**src/rtl/uart_tx_scheduler_if.sv**
```systemverilog
// Requester/transmitter-side bundle of the UART TX scheduler.
// The slave modport is the scheduler; the master modport is the requester and transmitter side.
interface uart_tx_scheduler_if #(
  parameter int N_REQ = 4
);
  logic [N_REQ-1:0]    req;
  logic [16*N_REQ-1:0] req_data;
  logic [N_REQ-1:0]    grant;
  logic [15:0]         tx_data;
  logic                tx_en;
  logic                busy;
  logic                done;

  modport master (
    output req, req_data,
    input  grant, tx_data, tx_en, busy, done
  );

  modport slave (
    input  req, req_data,
    output grant, tx_data, tx_en, busy, done
  );
endinterface

```
**src/rtl/uart_tx_scheduler.sv**
```systemverilog
// Round-robin scheduler sharing a 2-byte UART transmitter that has no busy/done feedback.
// Frame length is tracked by cycle count; tx_data is held for the whole frame and gap.
module uart_tx_scheduler #(
  parameter int N_REQ        = 4,
  parameter int FRAME_CYCLES = 20,
  parameter int GAP_CYCLES   = 2
) (
  input logic                clk_9k6hz,
  input logic                rst,
  uart_tx_scheduler_if.slave bus
);
  localparam int CNT_W = $clog2(FRAME_CYCLES + GAP_CYCLES + 2);
  localparam int PTR_W = $clog2(N_REQ);
  localparam logic [CNT_W-1:0] HOLD_LAST  = CNT_W'(FRAME_CYCLES + GAP_CYCLES);
  localparam logic [CNT_W-1:0] FRAME_LAST = CNT_W'(FRAME_CYCLES - 1);
  localparam logic [CNT_W-1:0] GAP_LAST   = CNT_W'((GAP_CYCLES > 0) ? (GAP_CYCLES - 1) : 0);

  typedef enum logic [2:0] {
    S_HOLDOFF = 3'd0,
    S_IDLE    = 3'd1,
    S_FIRE    = 3'd2,
    S_FRAME   = 3'd3,
    S_GAP     = 3'd4,
    S_DONE    = 3'd5
  } state_t;

  state_t             state_r;
  logic [CNT_W-1:0]   cnt_r;
  logic [PTR_W-1:0]   rr_ptr_r;

  logic               found_s;
  logic [PTR_W-1:0]   winner_s;
  logic [PTR_W-1:0]   next_ptr_s;
  logic [N_REQ-1:0]   onehot_s;
  logic [15:0]        sel_data_s;

  // Round-robin winner search starting at rr_ptr_r, wrapping modulo N_REQ.
  always_comb begin
    logic [PTR_W-1:0] idx_v;
    found_s  = 1'b0;
    winner_s = rr_ptr_r;
    idx_v    = rr_ptr_r;
    for (int k = 0; k < N_REQ; k++) begin
      idx_v = PTR_W'((int'(rr_ptr_r) + k) % N_REQ);
      if (!found_s && bus.req[idx_v]) begin
        found_s  = 1'b1;
        winner_s = idx_v;
      end else begin
        found_s  = found_s;
      end
    end
  end

  // Grant vector, word select and the pointer value following the winner.
  always_comb begin
    onehot_s   = {{(N_REQ-1){1'b0}}, 1'b1} << winner_s;
    sel_data_s = bus.req_data[16*winner_s +: 16];
    if (winner_s == PTR_W'(N_REQ - 1)) begin
      next_ptr_s = {PTR_W{1'b0}};
    end else begin
      next_ptr_s = winner_s + {{(PTR_W-1){1'b0}}, 1'b1};
    end
  end

  // Scheduler FSM with all outputs registered; HOLDOFF covers a transmitter still mid-frame after reset.
  always_ff @(posedge clk_9k6hz) begin
    if (rst) begin
      state_r     <= S_HOLDOFF;
      cnt_r       <= {CNT_W{1'b0}};
      rr_ptr_r    <= {PTR_W{1'b0}};
      bus.grant   <= {N_REQ{1'b0}};
      bus.tx_data <= 16'h0000;
      bus.tx_en   <= 1'b0;
      bus.busy    <= 1'b1;
      bus.done    <= 1'b0;
    end else begin
      case (state_r)
        S_HOLDOFF: begin
          if (cnt_r == HOLD_LAST) begin
            cnt_r    <= {CNT_W{1'b0}};
            bus.busy <= 1'b0;
            state_r  <= S_IDLE;
          end else begin
            cnt_r    <= cnt_r + {{(CNT_W-1){1'b0}}, 1'b1};
          end
        end
        S_IDLE: begin
          if (found_s) begin
            bus.tx_data <= sel_data_s;
            bus.grant   <= onehot_s;
            bus.tx_en   <= 1'b1;
            bus.busy    <= 1'b1;
            rr_ptr_r    <= next_ptr_s;
            state_r     <= S_FIRE;
          end
        end
        S_FIRE: begin
          bus.tx_en <= 1'b0;
          bus.grant <= {N_REQ{1'b0}};
          cnt_r     <= {CNT_W{1'b0}};
          state_r   <= S_FRAME;
        end
        S_FRAME: begin
          if (cnt_r == FRAME_LAST) begin
            cnt_r <= {CNT_W{1'b0}};
            if (GAP_CYCLES == 0) begin
              bus.done <= 1'b1;
              state_r  <= S_DONE;
            end else begin
              state_r  <= S_GAP;
            end
          end else begin
            cnt_r <= cnt_r + {{(CNT_W-1){1'b0}}, 1'b1};
          end
        end
        S_GAP: begin
          if (cnt_r == GAP_LAST) begin
            cnt_r    <= {CNT_W{1'b0}};
            bus.done <= 1'b1;
            state_r  <= S_DONE;
          end else begin
            cnt_r    <= cnt_r + {{(CNT_W-1){1'b0}}, 1'b1};
          end
        end
        S_DONE: begin
          bus.done <= 1'b0;
          bus.busy <= 1'b0;
          state_r  <= S_IDLE;
        end
        default: begin
          state_r   <= S_HOLDOFF;
          cnt_r     <= {CNT_W{1'b0}};
          bus.grant <= {N_REQ{1'b0}};
          bus.tx_en <= 1'b0;
          bus.busy  <= 1'b1;
          bus.done  <= 1'b0;
        end
      endcase
    end
  end
endmodule

```
**src/flat_wrapper.sv**
```systemverilog
// flat-port wrapper written by rule: the top's interface ports become plain ports
module uart_tx_scheduler_flat 
#(
  parameter int N_REQ        = 4,
  parameter int FRAME_CYCLES = 20,
  parameter int GAP_CYCLES   = 2
)
  (clk_9k6hz, rst, bus_req, bus_req_data, bus_grant, bus_tx_data, bus_tx_en, bus_busy, bus_done);
  uart_tx_scheduler_if #(.N_REQ(N_REQ)) bus_i ();
  input logic clk_9k6hz;
  input logic rst;
  input wire logic [$bits(bus_i.req)-1:0] bus_req;
  input wire logic [$bits(bus_i.req_data)-1:0] bus_req_data;
  output wire logic [$bits(bus_i.grant)-1:0] bus_grant;
  output wire logic [$bits(bus_i.tx_data)-1:0] bus_tx_data;
  output wire logic [$bits(bus_i.tx_en)-1:0] bus_tx_en;
  output wire logic [$bits(bus_i.busy)-1:0] bus_busy;
  output wire logic [$bits(bus_i.done)-1:0] bus_done;
  assign bus_i.req = bus_req;
  assign bus_i.req_data = bus_req_data;
  assign bus_grant = bus_i.grant;
  assign bus_tx_data = bus_i.tx_data;
  assign bus_tx_en = bus_i.tx_en;
  assign bus_busy = bus_i.busy;
  assign bus_done = bus_i.done;
  uart_tx_scheduler #(.N_REQ(N_REQ), .FRAME_CYCLES(FRAME_CYCLES), .GAP_CYCLES(GAP_CYCLES)) u_core (.clk_9k6hz(clk_9k6hz), .rst(rst), .bus(bus_i));
endmodule
```
**config.mk**
```make
export PLATFORM = sky130hd
export DESIGN_NAME = uart_tx_scheduler_flat
export DESIGN_NICKNAME = d
export VERILOG_FILES = /design/src/rtl/uart_tx_scheduler_if.sv /design/src/rtl/uart_tx_scheduler.sv /design/src/flat_wrapper.sv
export SDC_FILE = /design/constraint.sdc
export NUM_CORES = 1
export LEC_CHECK = 0
export ABC_AREA = 0
export BUFFER_PORTS_ARGS = -buffer_cell sky130_fd_sc_hd__buf_4
export CORE_MARGIN = 10
export CORE_UTILIZATION = 43
export CTS_BUF_LIST = sky130_fd_sc_hd__clkbuf_4
export CTS_CLUSTER_DIAMETER = 40
export DETAILED_ROUTE_END_ITERATION = 8
export PLACE_DENSITY = 0.78
export SLEW_MARGIN = 20
export SYNTH_ARGS = -nofsm -noshare
export SYNTH_HDL_FRONTEND = slang
export SYNTH_SLANG_ARGS = --single-unit
```
**constraint.sdc**
```tcl
create_clock -name clk_9k6hz -period 1.58 [get_ports clk_9k6hz]
set_clock_uncertainty 0.05 [all_clocks]
set_input_delay 0.158 -clock clk_9k6hz [delete_from_list [all_inputs] [get_ports clk_9k6hz]]
set_output_delay 0.158 -clock clk_9k6hz [all_outputs]
set_load 0.05 [all_outputs]
```
==> results.toml <==
[critical_path]
critPathMaxStageDelay_ns = 0.38
crit_family = "compound AO/OA/AOI/OAI gates"
slowest_stage = "dfxtp_2"
arrival_ns = 1.91
cp-start-kind = "flop"
critPathKind = "reg2reg"
crit_fanout = 5
required_ns = 1.82
worstPathCellList = "buf_4 -> ha_4 -> nor4bb_4 -> a2bb2oi_4 -> o22ai_4 -> a21oi_1 -> o21a_1"
end_kind = "flop"
worst-path-buf-inv = 1

[global_routing]
grt.total_usage_pct = 17.13
antenna_found_initial = 0
grt_max_degree = 21
grt_overflow = 0
grt_first_pass_wirelength_um = 10520
first_global_vias = 2110

[clock_network]
cts_buffers = 5
htreeDepth = 2
clk_latency_ns = 0.34
cts.sinks = 33
clk_pin_slew_ns = 0.10
cts_tree = "done"
root_buffer = "clkbuf_4"
hold_buffers = 0
cts_buffer_depth = 2

[placed_design]
place_inst = 369
dp_hpwl_um = 4834
portBuffers = 92
place_congestion = 0.8158

[route]
drtPass1Iterations = 4
drtIter0Drc = 122
drcViolationCount = 0
via_per_inst = 5.448
routedWlPerCell_um = 18.40
ant_nets = 0
postRouteWirelength_um = 7103
vias = 2103

[floorplan]
start_util_pct = 44.81
pin_count = 93
rows = 24
dieArea_sq_um = 7713
chipWidth_um = 87.83
core_area_sq_um = 4414
die_h_um = 87.83

[timing]
hold_violations = 0
final_max_slew_viol_count = 0
tightestPinTransition_ns = 0.3512
holdWs_ns = 0.05280
finalCritPeriodShare_pct = 105.9
finalSetupViolations = 25
grt_setup_unrepaired = "yes"
setup_slack_ns = -0.09253
tns_ns = -1.293
fmax_mhz = 597.9
max_slew_margin_pct = 76.41
finalCriticalPeriod_ns = 1.673

[power]
power_frac_seq_pct = 26.0
power_density_nw_per_um2 = 1317
p_leak_nw = 1.433
pwr-share-clk_pct = 14.3
sw_frac_of_total_pct = 41.40
ir_drop_mv = 0.7811
p_comb_share_pct = 59.7
p_int_w = 0.002609
power_switching_w = 0.001843

[finish]
fin_nets = 407
area_growth_pct = 70.84
drive_above_1_share_pct = 58.08
nFillCells = 288
antenna_cells = 0
final_core_util_pct = 76.56
instances_no_fill = 386

[synth]
syn_avg_cell_area_sq_um = 9.420
ys_types = 39
ys_ff_latch = 33
synthCells = 210
syn_area_sq_um = 1978
synth_seq_area_share_pct = 33.40
synth_warnings = 0
synth.net_count = 284

[flow_run]
maxCapViolations = 0

[status]
status = "finished, violations left"
violations = "negative setup slack"

[min_path]
min_path_type = "in2reg"
==> tightest hold or removal path: cells and delay by family <==
family	cells	cell delay [ns]
buffers and inverters	1	0.08
multiplexers	1	0.06
AO/OA/AOI/OAI	1	0.11
==> routing by layer <==
| layer | global-route usage, % | wire length (um) |
|---|---|---|
| met4 | 6.087 | 115 |
| met3 | 5.850 | 559 |
| met1 | 20.17 | 2702 |
| met2 | 28.24 | 3725 |
| met5 | 0 | 0 |
==> per-stage QoR <==
| step | setup WS (ns) | power, W | area (sq um) |
|---|---|---|---|
| detailed placement | -0.1191 | 0.003248 | 2930 |
| finish | -0.09253 | 0.004452 | 3379 |
| global route | -0.1643 | 0.004703 | 3379 |
| CTS | -0.05409 | 0.004321 | 3274 |
| global placement | -0.07796 | 0.003214 | 2930 |
| floorplan | -0.03683 | 0.002507 | 2031 |
==> worst paths after layout <==
kind	slack, ns	cells after the start	to	startpoint
worst min register to register	0.42	2	u_core.bus.tx_data[2]	u_core.bus.tx_data[2]
worst max register to register	-0.09	7	u_core.state_r[2]	u_core.cnt_r[0]
worst max-delay path	-0.09	7	u_core.state_r[2]	u_core.cnt_r[0]
worst min-delay path	0.05	3	u_core.bus.tx_data[7]	bus_req_data[55]
==> cell usage after synthesis, drive strengths merged <==
cell type | count | area, sq um
o21a | 1 | 7.510
nand2b | 3 | 18.77
o221ai | 16 | 202.7
buf | 9 | 81.32
nor4 | 1 | 21.27
or3b | 2 | 17.52
clkbuf | 5 | 18.77
inv | 4 | 15.01
a21oi | 15 | 75.07
dfxtp | 33 | 660.6
nand3 | 4 | 20.02
o221a | 1 | 11.26
nand3b | 5 | 41.29
nor2b | 5 | 31.28
nand2 | 30 | 112.6
o41ai | 1 | 27.53
nor3 | 5 | 35.03
a211o | 1 | 8.760
nor4bb | 1 | 10.01
o21bai | 2 | 15.01
a211oi | 2 | 15.01
nand4b | 1 | 8.760
a22oi | 1 | 7.510
ha | 4 | 50.05
o22ai | 2 | 18.77
a31oi | 3 | 18.77
mux2i | 33 | 330.3
o21ai | 3 | 18.77
nor4b | 1 | 8.760
a221oi | 1 | 8.760
a2bb2oi | 1 | 8.760
nor2 | 14 | 52.55
==> cells by family (layout without fill, tap and decap cells) <==
| group | after synthesis | in the layout | synth area share, % |
|---|---|---|---|
| adders and majority gates | 4 | 4 | 2.530 |
| and+or+nand+nor | 72 | 72 | 19.10 |
| AOI/OAI and AO/OA | 50 | 51 | 22.45 |
| muxes | 33 | 33 | 16.70 |
| DFF | 33 | 33 | 33.40 |
| buffers and inverters | 18 | 141 | 5.819 |
==> repair_timing <==
action | in CTS | in global routing
buffers inserted | 4 | 4
endpoints found under the setup margin | 27 | 29
resized for setup | 31 | 25
cloned | 3 | 1
pin swaps | 8 | 8
==> cell usage in the layout (no fill, tap or decap), types with 6 or more instances in the layout <==
master and n:
mux2i_1 18, mux2i_2 8, nand2_1 29, dfxtp_1 29, buf_4 120, clkbuf_4 6
mux2i_4 7, nor2_1 12, o221ai_2 12, a21oi_1 12
==> flip-flops by register name, indices dropped and copies added, names as in the netlist <==
signal and count:
u_core.bus.busy 1, u_core.bus.done 1, u_core.bus.grant 4, u_core.bus.tx_data 16
u_core.bus.tx_en 1, u_core.cnt_r 5, u_core.rr_ptr_r 2, u_core.state_r 3
==> power by group through the flow <==
stage               sequential [W]  combinational [W]  clock [W]
detailed placement         0.00115            0.00209          0
floorplan                  0.00150            0.00101          0
finish                     0.00116            0.00266   0.000637
global route               0.00118            0.00283   0.000699
global placement           0.00115            0.00207          0
CTS                        0.00114            0.00253   0.000656
==> area by class of cell <==
| cell class | instances | area (sq um) | area share (%) |
|---|---|---|---|
| clock buffer | 6 | 45.04 | 1.333 |
| tap | 52 | 65.06 | 1.925 |
| sequential | 33 | 668.1 | 19.77 |
| inverter | 4 | 15.01 | 0.4443 |
| timing repair buffer | 129 | 1055 | 31.21 |
| clock inverter | 2 | 33.78 | 0.9996 |
| multi-input combinational | 160 | 1498 | 44.32 |
Power figures use the tool's default switching activity.
